===== src/rtl/wb_config_sequencer.sv =====
// wb_config_sequencer: Wishbone-driven serial loader for per-column fabric config chains.
// Defining CFG_READBACK_EN captures the chain tail into READBACK while each word shifts.
module wb_config_sequencer #(
   parameter logic [31:0] BASE_ADDR  = 32'h3000_0000,
   parameter int          NUM_COLS   = 4,
   parameter int          WORD_W     = 32,
   parameter int          FIFO_DEPTH = 4
) (
   input  logic                wb_clk_i,
   input  logic                wb_rst_i,
   input  logic                wbs_stb_i,
   input  logic                wbs_cyc_i,
   input  logic                wbs_we_i,
   input  logic [3:0]          wbs_sel_i,
   input  logic [31:0]         wbs_data_i,
   input  logic [31:0]         wbs_addr_i,
   output logic                wbs_ack_o,
   output logic [31:0]         wbs_data_o,
   output logic                cen,
   output logic [NUM_COLS-1:0] cfg_data_out,
   output logic [NUM_COLS-1:0] shift_out,
   output logic [NUM_COLS-1:0] set_out,
   input  logic [NUM_COLS-1:0] cfg_data_in
);
   localparam int CW = NUM_COLS > 1 ? $clog2(NUM_COLS) : 1;
   localparam int AW = $clog2(FIFO_DEPTH);
   typedef enum logic [1:0] {IDLE, LOAD, SHIFT, SET} state_t;
   state_t                state;
   logic [CW+WORD_W-1:0]  mem [FIFO_DEPTH];
   logic [AW-1:0]         wp, rp;
   logic [AW:0]           lvl;
   logic [CW-1:0]         col, col_l, set_col, wcol, ecol;
   logic [WORD_W-1:0]     sh, sh_n, edata;
   logic [5:0]            cnt;
   logic [15:0]           done;
   logic                  set_pend, err, full, empty, busy, pop, push, req, dwr, go, col_ok, flush;
   logic [7:0]            off;
   logic [31:0]           rd, ctrl_v, status_v, rb_v;
   logic [NUM_COLS-1:0]   mask_l, emask, set_mask;
   logic                  unused_ok;
   assign off      = wbs_addr_i[7:0];
   assign full     = lvl == (AW+1)'(FIFO_DEPTH);
   assign empty    = lvl == 0;
   assign busy     = state != IDLE || !empty || set_pend;
   assign pop      = state == LOAD && !empty;
   assign req      = wbs_stb_i && wbs_cyc_i && !wbs_ack_o && wbs_addr_i[31:8] == BASE_ADDR[31:8];
   assign dwr      = wbs_we_i && off == 8'h04;
   // a DATA write into a full FIFO waits, unless the engine frees a slot this very cycle
   assign go       = req && !(dwr && full && !pop);
   assign push     = go && dwr;
   assign flush    = go && wbs_we_i && off == 8'h00 && wbs_data_i[10];
   assign col_ok   = {24'b0, wbs_data_i[7:0]} < NUM_COLS;
   assign wcol     = col_ok ? wbs_data_i[CW-1:0] : col;
   assign {ecol, edata} = mem[rp];
   assign sh_n     = sh >> 1;
   assign mask_l   = NUM_COLS'(1) << col_l;
   assign emask    = NUM_COLS'(1) << ecol;
   assign set_mask = NUM_COLS'(1) << set_col;
   assign ctrl_v   = {23'b0, cen, 8'(col)};
   assign status_v = {done, 8'(lvl), 3'b0, err, set_pend, empty, full, busy};
`ifdef CFG_READBACK_EN
   logic [WORD_W-1:0] rb;
   assign rb_v      = 32'(rb);
   assign unused_ok = ^{wbs_sel_i, wbs_data_i};
`else
   assign rb_v      = 32'd0;
   assign unused_ok = ^{wbs_sel_i, wbs_data_i, cfg_data_in};
`endif
   always_comb begin
      rd = off == 8'h00 ? ctrl_v : off == 8'h08 ? status_v : off == 8'h0C ? rb_v : 32'd0;
   end
   always_ff @(posedge wb_clk_i) begin
      if (push) mem[wp] <= {col, wbs_data_i[WORD_W-1:0]};
   end
   always_ff @(posedge wb_clk_i or posedge wb_rst_i) begin
      if (wb_rst_i) begin
         state        <= IDLE;
         wp           <= '0;
         rp           <= '0;
         lvl          <= '0;
         col          <= '0;
         col_l        <= '0;
         set_col      <= '0;
         sh           <= '0;
         cnt          <= '0;
         done         <= '0;
         set_pend     <= 1'b0;
         err          <= 1'b0;
         cen          <= 1'b0;
         wbs_ack_o    <= 1'b0;
         wbs_data_o   <= '0;
         cfg_data_out <= '0;
         shift_out    <= '0;
         set_out      <= '0;
`ifdef CFG_READBACK_EN
         rb           <= '0;
`endif
      end else begin
         wbs_ack_o  <= go;
         wbs_data_o <= go && !wbs_we_i ? rd : 32'd0;
         if (push) wp <= wp + 1'b1;
         if (pop) rp <= rp + 1'b1;
         lvl <= lvl + (AW+1)'(push) - (AW+1)'(pop);
         case (state)
            IDLE:
               if (!empty) state <= LOAD;
               else if (set_pend) begin
                  state    <= SET;
                  set_out  <= set_mask;
                  set_pend <= 1'b0;
               end
            LOAD:
               if (pop) begin
                  state        <= SHIFT;
                  sh           <= edata;
                  col_l        <= ecol;
                  cnt          <= '0;
                  shift_out    <= emask;
                  cfg_data_out <= edata[0] ? emask : '0;
               end else state <= IDLE;
            SHIFT: begin
`ifdef CFG_READBACK_EN
               rb <= (rb >> 1) | (WORD_W'(cfg_data_in[col_l]) << (WORD_W-1));
`endif
               if (cnt == 6'(WORD_W-1)) begin
                  state        <= IDLE;
                  shift_out    <= '0;
                  cfg_data_out <= '0;
                  done         <= done + 1'b1;
               end else begin
                  cnt          <= cnt + 1'b1;
                  sh           <= sh_n;
                  cfg_data_out <= sh_n[0] ? mask_l : '0;
               end
            end
            SET: begin
               set_out <= '0;
               state   <= IDLE;
            end
         endcase
         if (go && wbs_we_i && off == 8'h00) begin
            cen <= wbs_data_i[8];
            if (col_ok) col <= wbs_data_i[CW-1:0];
            else err <= 1'b1;
            if (wbs_data_i[9] && !set_pend) begin
               set_pend <= 1'b1;
               set_col  <= wcol;
            end
         end
         if (go && wbs_we_i && off == 8'h08 && wbs_data_i[4]) err <= 1'b0;
         // flush drops queued words and any pending set; the word already loaded keeps shifting
         if (flush) begin
            wp       <= '0;
            rp       <= '0;
            lvl      <= '0;
            set_pend <= 1'b0;
         end
      end
   end
endmodule


===== config.mk =====
export PLATFORM = sky130hd
export DESIGN_NAME = wb_config_sequencer
export DESIGN_NICKNAME = d
export VERILOG_FILES = /design/src/rtl/wb_config_sequencer.sv
export SDC_FILE = /design/constraint.sdc
export NUM_CORES = 1
export LEC_CHECK = 0
export CAP_MARGIN = 10
export CORE_ASPECT_RATIO = 1.25
export CORE_MARGIN = 1.5
export CORE_UTILIZATION = 46
export CTS_CLUSTER_SIZE = 8
export DETAILED_ROUTE_END_ITERATION = 12
export PLACE_DENSITY = 0.78
export SYNTH_ARGS = -nofsm -noshare
export SYNTH_HDL_FRONTEND = slang
export SYNTH_SLANG_ARGS = --single-unit

===== constraint.sdc =====
create_clock -name wb_clk_i -period 3.5 [get_ports wb_clk_i]
set_input_delay 0.525 -clock wb_clk_i [delete_from_list [all_inputs] [get_ports wb_clk_i]]
set_output_delay 0.525 -clock wb_clk_i [all_outputs]
set_load 0.005 [all_outputs]

Word level (Yosys, flattened, before mapping)
Memory sizes are Yosys's and may differ from the RTL's.
Index checks and enable logic that the tools add are counted.

word-level totals
  bits in registers = 117
  memory bits (writable) = 136
  output and inout port bits = 46
  word-level logic and storage cells = 127
  memories kept = 1

memory list
  memory  depth  bits a word  read ports  clocked after Yosys merged registers in  write ports  RTL line  text
  mem     4      34           1           0                                        1            29        logic [CW+WORD_W-1:0] mem [FIFO_DEPTH];

operators by class
  add/subtract/negate cells = 6
  $lt $le $gt $ge = 1
  eq/ne operators = 15
  shifts and indexed selects = 3
  muxes and demuxes = 41
  reduce and logical (&&, ||, !) cells = 42

operators with widths
  kind                   number
  $mux 32                5
  $pmux 32 s2            1
  $mux 4                 8
  $eq 24x22->1 const B   1
  $pmux 4 s2             3
  $mux 2                 9
  $add 16x1->16 const B  1
  $logic_and 1x1->1      16
  $mux 6                 2
  $pmux 6 s2             1
  $reduce_and 2->1       6
  $reduce_bool 2->1      6
  $shl 1x2->4 const A    3
  $mux 1                 10
  $ne 2x2->1 const B     5
  $reduce_and 3->1       3
  $eq 8x3->1 const B     1
  $eq 8x4->1 const B     1
  $logic_not 8->1        1
  $lt 8x3->1 const B     1
  $pmux 2 s4             1
  $add 6x1->6 const B    1
  $eq 6x5->1 const B     1
  $logic_not 1->1        6
  12 further kinds       15

Logic depth before layout (Yosys ltp)
  word-level depth = 12
  mapped depth = 12
  gate-level depth less buffers = 12

Worst setup path before layout
OpenSTA, ideal clock, no wires.

  path kind = input port to flip-flop
  from = input port wbs_addr_i[19]
  to = register lvl[2]
  library setup time = 0.135 ns
  arrival = 2.755 ns
  path slack = 0.610 ns
  cell stages on the path = 12
  buffers on the path = 0
  cells stage by stage = nor4_1 nand4_1 nor4_4 inv_1 ha_1 inv_1 ha_1 inv_1 fa_1 xor2_1 xnor2_1 a21oi_1

between the ends
  cells in the longest elaborated chain, start to end = 7
  elaborated cells on any way between the ends = 10

RTL lines
  item                                                     RTL line  text
  start: declaration                                       16        input logic [31:0] wbs_addr_i,
  $eq 24x22->1 (*)                                         46        assign req = wbs_stb_i && wbs_cyc_i && !wbs_ack_o && wbs_addr_i[31:8] == BASE_ADDR[31:8];
  $logic_and 1x1->1 (*)                                    46
  $logic_and 1x1->1 (*)                                    49        assign go = req && !(dwr && full && !pop);
  $logic_and 1x1->1, on equally long branches              50, 51
  $add 3x1->3 / $logic_and 1x1->1 (equally long branches)  103, 51
  $sub 3x1->3 / $logic_and 1x1->1 (equally long branches)  103, 51
  $mux 3 (*)                                               152       if (flush) begin
  end signal: assignment                                   103       lvl <= lvl + (AW+1)'(push) - (AW+1)'(pop);
  end: declaration                                         31        logic [AW:0] lvl;

Every way passes the cells marked *; elsewhere a longest branch is shown, timed or not.
A chain may end at the register's enable or synchronous reset.

Worst setup path in the final report
  from = register state[1]
  to = register lvl[2]

between the ends
  cells in the longest elaborated chain, start to end = 10
  elaborated cells on any way between the ends = 13

RTL lines
  item                                                     RTL line  text
  start: declaration                                       28        state_t state;
  start signal: assignment                                 77        state <= IDLE;
  start signal: assignment                                 106       if (!empty) state <= LOAD;
  start signal: assignment                                 108       state <= SET;
  $eq 2x1->1 (*)                                           45        assign pop = state == LOAD && !empty;
  $logic_and 1x1->1 (*)                                    45
  $logic_not 1->1                                          49
  $logic_and 1x1->1                                        49
  $logic_not 1->1                                          49
  $logic_and 1x1->1                                        49
  $logic_and 1x1->1, on equally long branches              50, 51
  $add 3x1->3 / $logic_and 1x1->1 (equally long branches)  103, 51
  $sub 3x1->3 / $logic_and 1x1->1 (equally long branches)  103, 51
  $mux 3 (*)                                               152

Marked as above.

==> impl_metrics.json <==
{
  "whs_ns": 0.461,
  "crit_type": "reg -> reg",
  "area_growth_pct": 25.6,
  "antenna_found_initial": 0,
  "regArea_sq_um": 6790,
  "via_per_inst": 5.34,
  "ios": 123,
  "grt_pass1_vias": 5959,
  "h-tree-depth": 2,
  "num_vias": 5739,
  "synth_adder_area_share_pct": 1.21,
  "fin_area_sq_um": 12400,
  "firstDrtPassIters": 4,
  "power_density_nw_per_um2": 542,
  "async_reset_ff_share_pct": 44.3,
  "peakVddDrop_uv": 385,
  "fp.dieH_um": 167,
  "grt_pass1_wl_mm": 30.9,
  "clkTransAtPathRegs_ns": 0.05,
  "die-area_sq_um": 22400,
  "routed.top_layer": "met4",
  "ant_nets": 0,
  "dp_hpwl_mm": 11.6,
  "cts.sinks": 244,
  "cp-start-kind": "flop",
  "rsz0062_at_grt": "no",
  "n_antenna_cell": 0,
  "setup_viol": 0,
  "numCtsBuffers": 36,
  "drive_gt1_share_pct": 14.9,
  "cts_resized": 0,
  "final_common_cell": "edfxtp_1",
  "syn_area_sq_um": 9890,
  "status": "completed",
  "synth_top_family_by_area": "multiplexers",
  "dpl_cell_area_sq_um": 11400,
  "synthSimpleGateAreaFrac_pct": 9.78,
  "grt-ovfl-total": 0,
  "portBuffers": 106,
  "fin_skew_ns": 0.0187,
  "gp_congestion": 0.771,
  "synth_edf_count": 136,
  "hp-class": "reg -> reg",
  "synthCells": 643,
  "core_sq_um": 21000,
  "start_util_pct": 47.2,
  "dr_wl_met2_mm": 10.0,
  "drc": 0,
  "synth-main-ff-cell": "edfxtp_1",
  "fin_nets": 865,
  "critPathRequiredTime_ns": 3.85,
  "multiInputGateArea_sq_um": 2900,
  "setup.worst_path.start": "state[1]",
  "rows": 59,
  "reg2reg_to": "lvl[2]",
  "synth-warning-count": 0,
  "synth_cell_types": 57,
  "fmax_mhz": 357,
  "grt_max_degree": 49,
  "wl_met1_mm": 7.47,
  "regToRegSetupSlack_ns": 0.70,
  "r2r_cells": 13,
  "cts_setup_buffers": 0,
  "critPathArrivalTime_ns": 3.15,
  "ys_seq_area_share_pct": 68.6,
  "track_usage_pct": 17.7,
  "routed-wl-met3_um": 899,
  "crit_end": "lvl[2]",
  "final-hold-violation-count": 0,
  "r2r_start": "state[1]",
  "leakage_uw": 0.00504,
  "post-route-period-util_pct": 80.0,
  "period_minus_slack_ns": 2.80,
  "fillers": 1607,
  "drtIter0Drc": 372,
  "tns_ns": 0,
  "tritoncts": "yes",
  "drv_cap": 0,
  "synth-xor-area-share_pct": 2.11,
  "relSlewSlack_pct": 53.5,
  "clockBufferDepth": 3,
  "cts_root_buf": "clkbuf_16",
  "endpoint_kind": "flop",
  "clkLatencyLatePin_ns": 0.50,
  "wl_mm": 19.0,
  "synth_compound_area_share_pct": 4.00,
  "synthMuxAreaShare_pct": 11.8,
  "layout_common_cells": "136 x edfxtp_1, 107 x dfrtp_1, 106 x clkdlybuf4s50_1",
  "slew_viol_final": 0,
  "routedWlPerCell_um": 17.6,
  "cp_max_fo": 7,
  "avgSynthCellArea_sq_um": 15.4,
  "worstMarginPinSlew_ns": 0.698,
  "ys_seq_elements": 244,
  "die_w_um": 134,
  "cts_hold_buf": 0
}
==> kinds of logic (layout without fill, tap and decap cells) <==
family,count (synthesis),in the layout
flip-flops,244,244
AND/OR/NAND/NOR,176,176
AO/OA/AOI/OAI,67,67
XOR/XNOR,23,23
multiplexers,73,73
other,1,8
buffers and inverters,50,201
adder cells (fa/ha/maj),9,9
==> synth_stat cells, drive strengths merged, types with 8 or more instances <==
cell    instances  share of area [%]
a21oi           9               0.46
and2           19                1.2
buf            21                1.3
clkbuf         11               0.42
dfrtp         108                 27
edfxtp        136                 41
ha              8                1.0
inv            17               0.65
mux2            8               0.91
mux2i          31                3.1
mux4           34                7.7
nand2          65                2.5
nand3           8               0.40
nand4           9               0.70
nor2           27                1.1
nor3           15               0.76
nor4           10                1.3
o21ai          39                2.0
xnor2          13                1.2
xor2           10               0.89
==> per-stage QoR <==
stage | utilization, % | worst slack, ns | total power (uW) | std cells
5_1_grt | 59.3 | 0.481 | 7000 | 1075
4_1_cts | 59.3 | 0.713 | 6800 | 1075
6_report | 59.3 | 0.700 | 6730 | 1075
2_1_floorplan | - | 0.129 | 3480 | 650
3_5_place_dp | 54.3 | 0.187 | 3640 | 1015
3_3_place_gp | 54.3 | 0.228 | 3620 | 1015
==> area by class of cell <==
cell class | instances | share of cell area (%)
sequential | 244 | 54.6
timing repair buffer | 123 | 10.3
clock inverter | 2 | 0.171
multi-input combinational | 356 | 23.3
clock buffer | 58 | 8.26
tap | 274 | 2.76
inverter | 18 | 0.564
==> power breakdown <==
group	switching [uW]	total, uW	internal (uW)
Clock	1140	3130	1990
Combinational	142	282	140
Sequential	103	3320	3220
Total	1390	6730	5340
==> worst min path at each step <==
stage / cells past startpoint / slack (ns) / from / to
after floorplan: 1 / 0.43 / done[15] / done[15]
after global placement: 1 / 0.45 / done[15] / done[15]
after detailed placement: 1 / 0.46 / done[15] / done[15]
after CTS: 2 / 0.47 / wb_rst_i / shift_out[1]
after global routing: 1 / 0.49 / done[15] / done[15]
final: 1 / 0.46 / done[15] / done[15]
==> worst max-delay path, cell delays in order, from the launching register on <==
cell and delay, ns:
dfrtp_1 0.45, nor2b_1 0.32, nor4b_1 0.11, buf_4 0.17, nor4_4 0.30, inv_1 0.08, ha_1 0.27, inv_1 0.05
ha_1 0.12, inv_1 0.05, fa_1 0.38, xor2_1 0.16, xnor2_1 0.15, a21oi_1 0.05
==> sequential cells by signal (all words and copies together), names as in the netlist, 2 cells and up <==
signal / count
sh: 31
lvl: 3
rp: 2
state: 2
cnt: 6
set_out: 4
mem: 136
col_l: 2
col: 2
shift_out: 4
set_col: 2
wbs_data_o: 24
wp: 2
done: 16
cfg_data_out: 4
==> metal layers <==
| layer | global-route usage (%) | up-vias |
|---|---|---|
| li1 | - | 2655 |
| met1 | 21.5 | 2884 |
| met2 | 31.0 | 160 |
| met3 | 3.50 | 40 |
| met4 | 6.73 | 0 |
| met5 | 0 | - |
No activity file was read; power rests on OpenSTA's default activity.
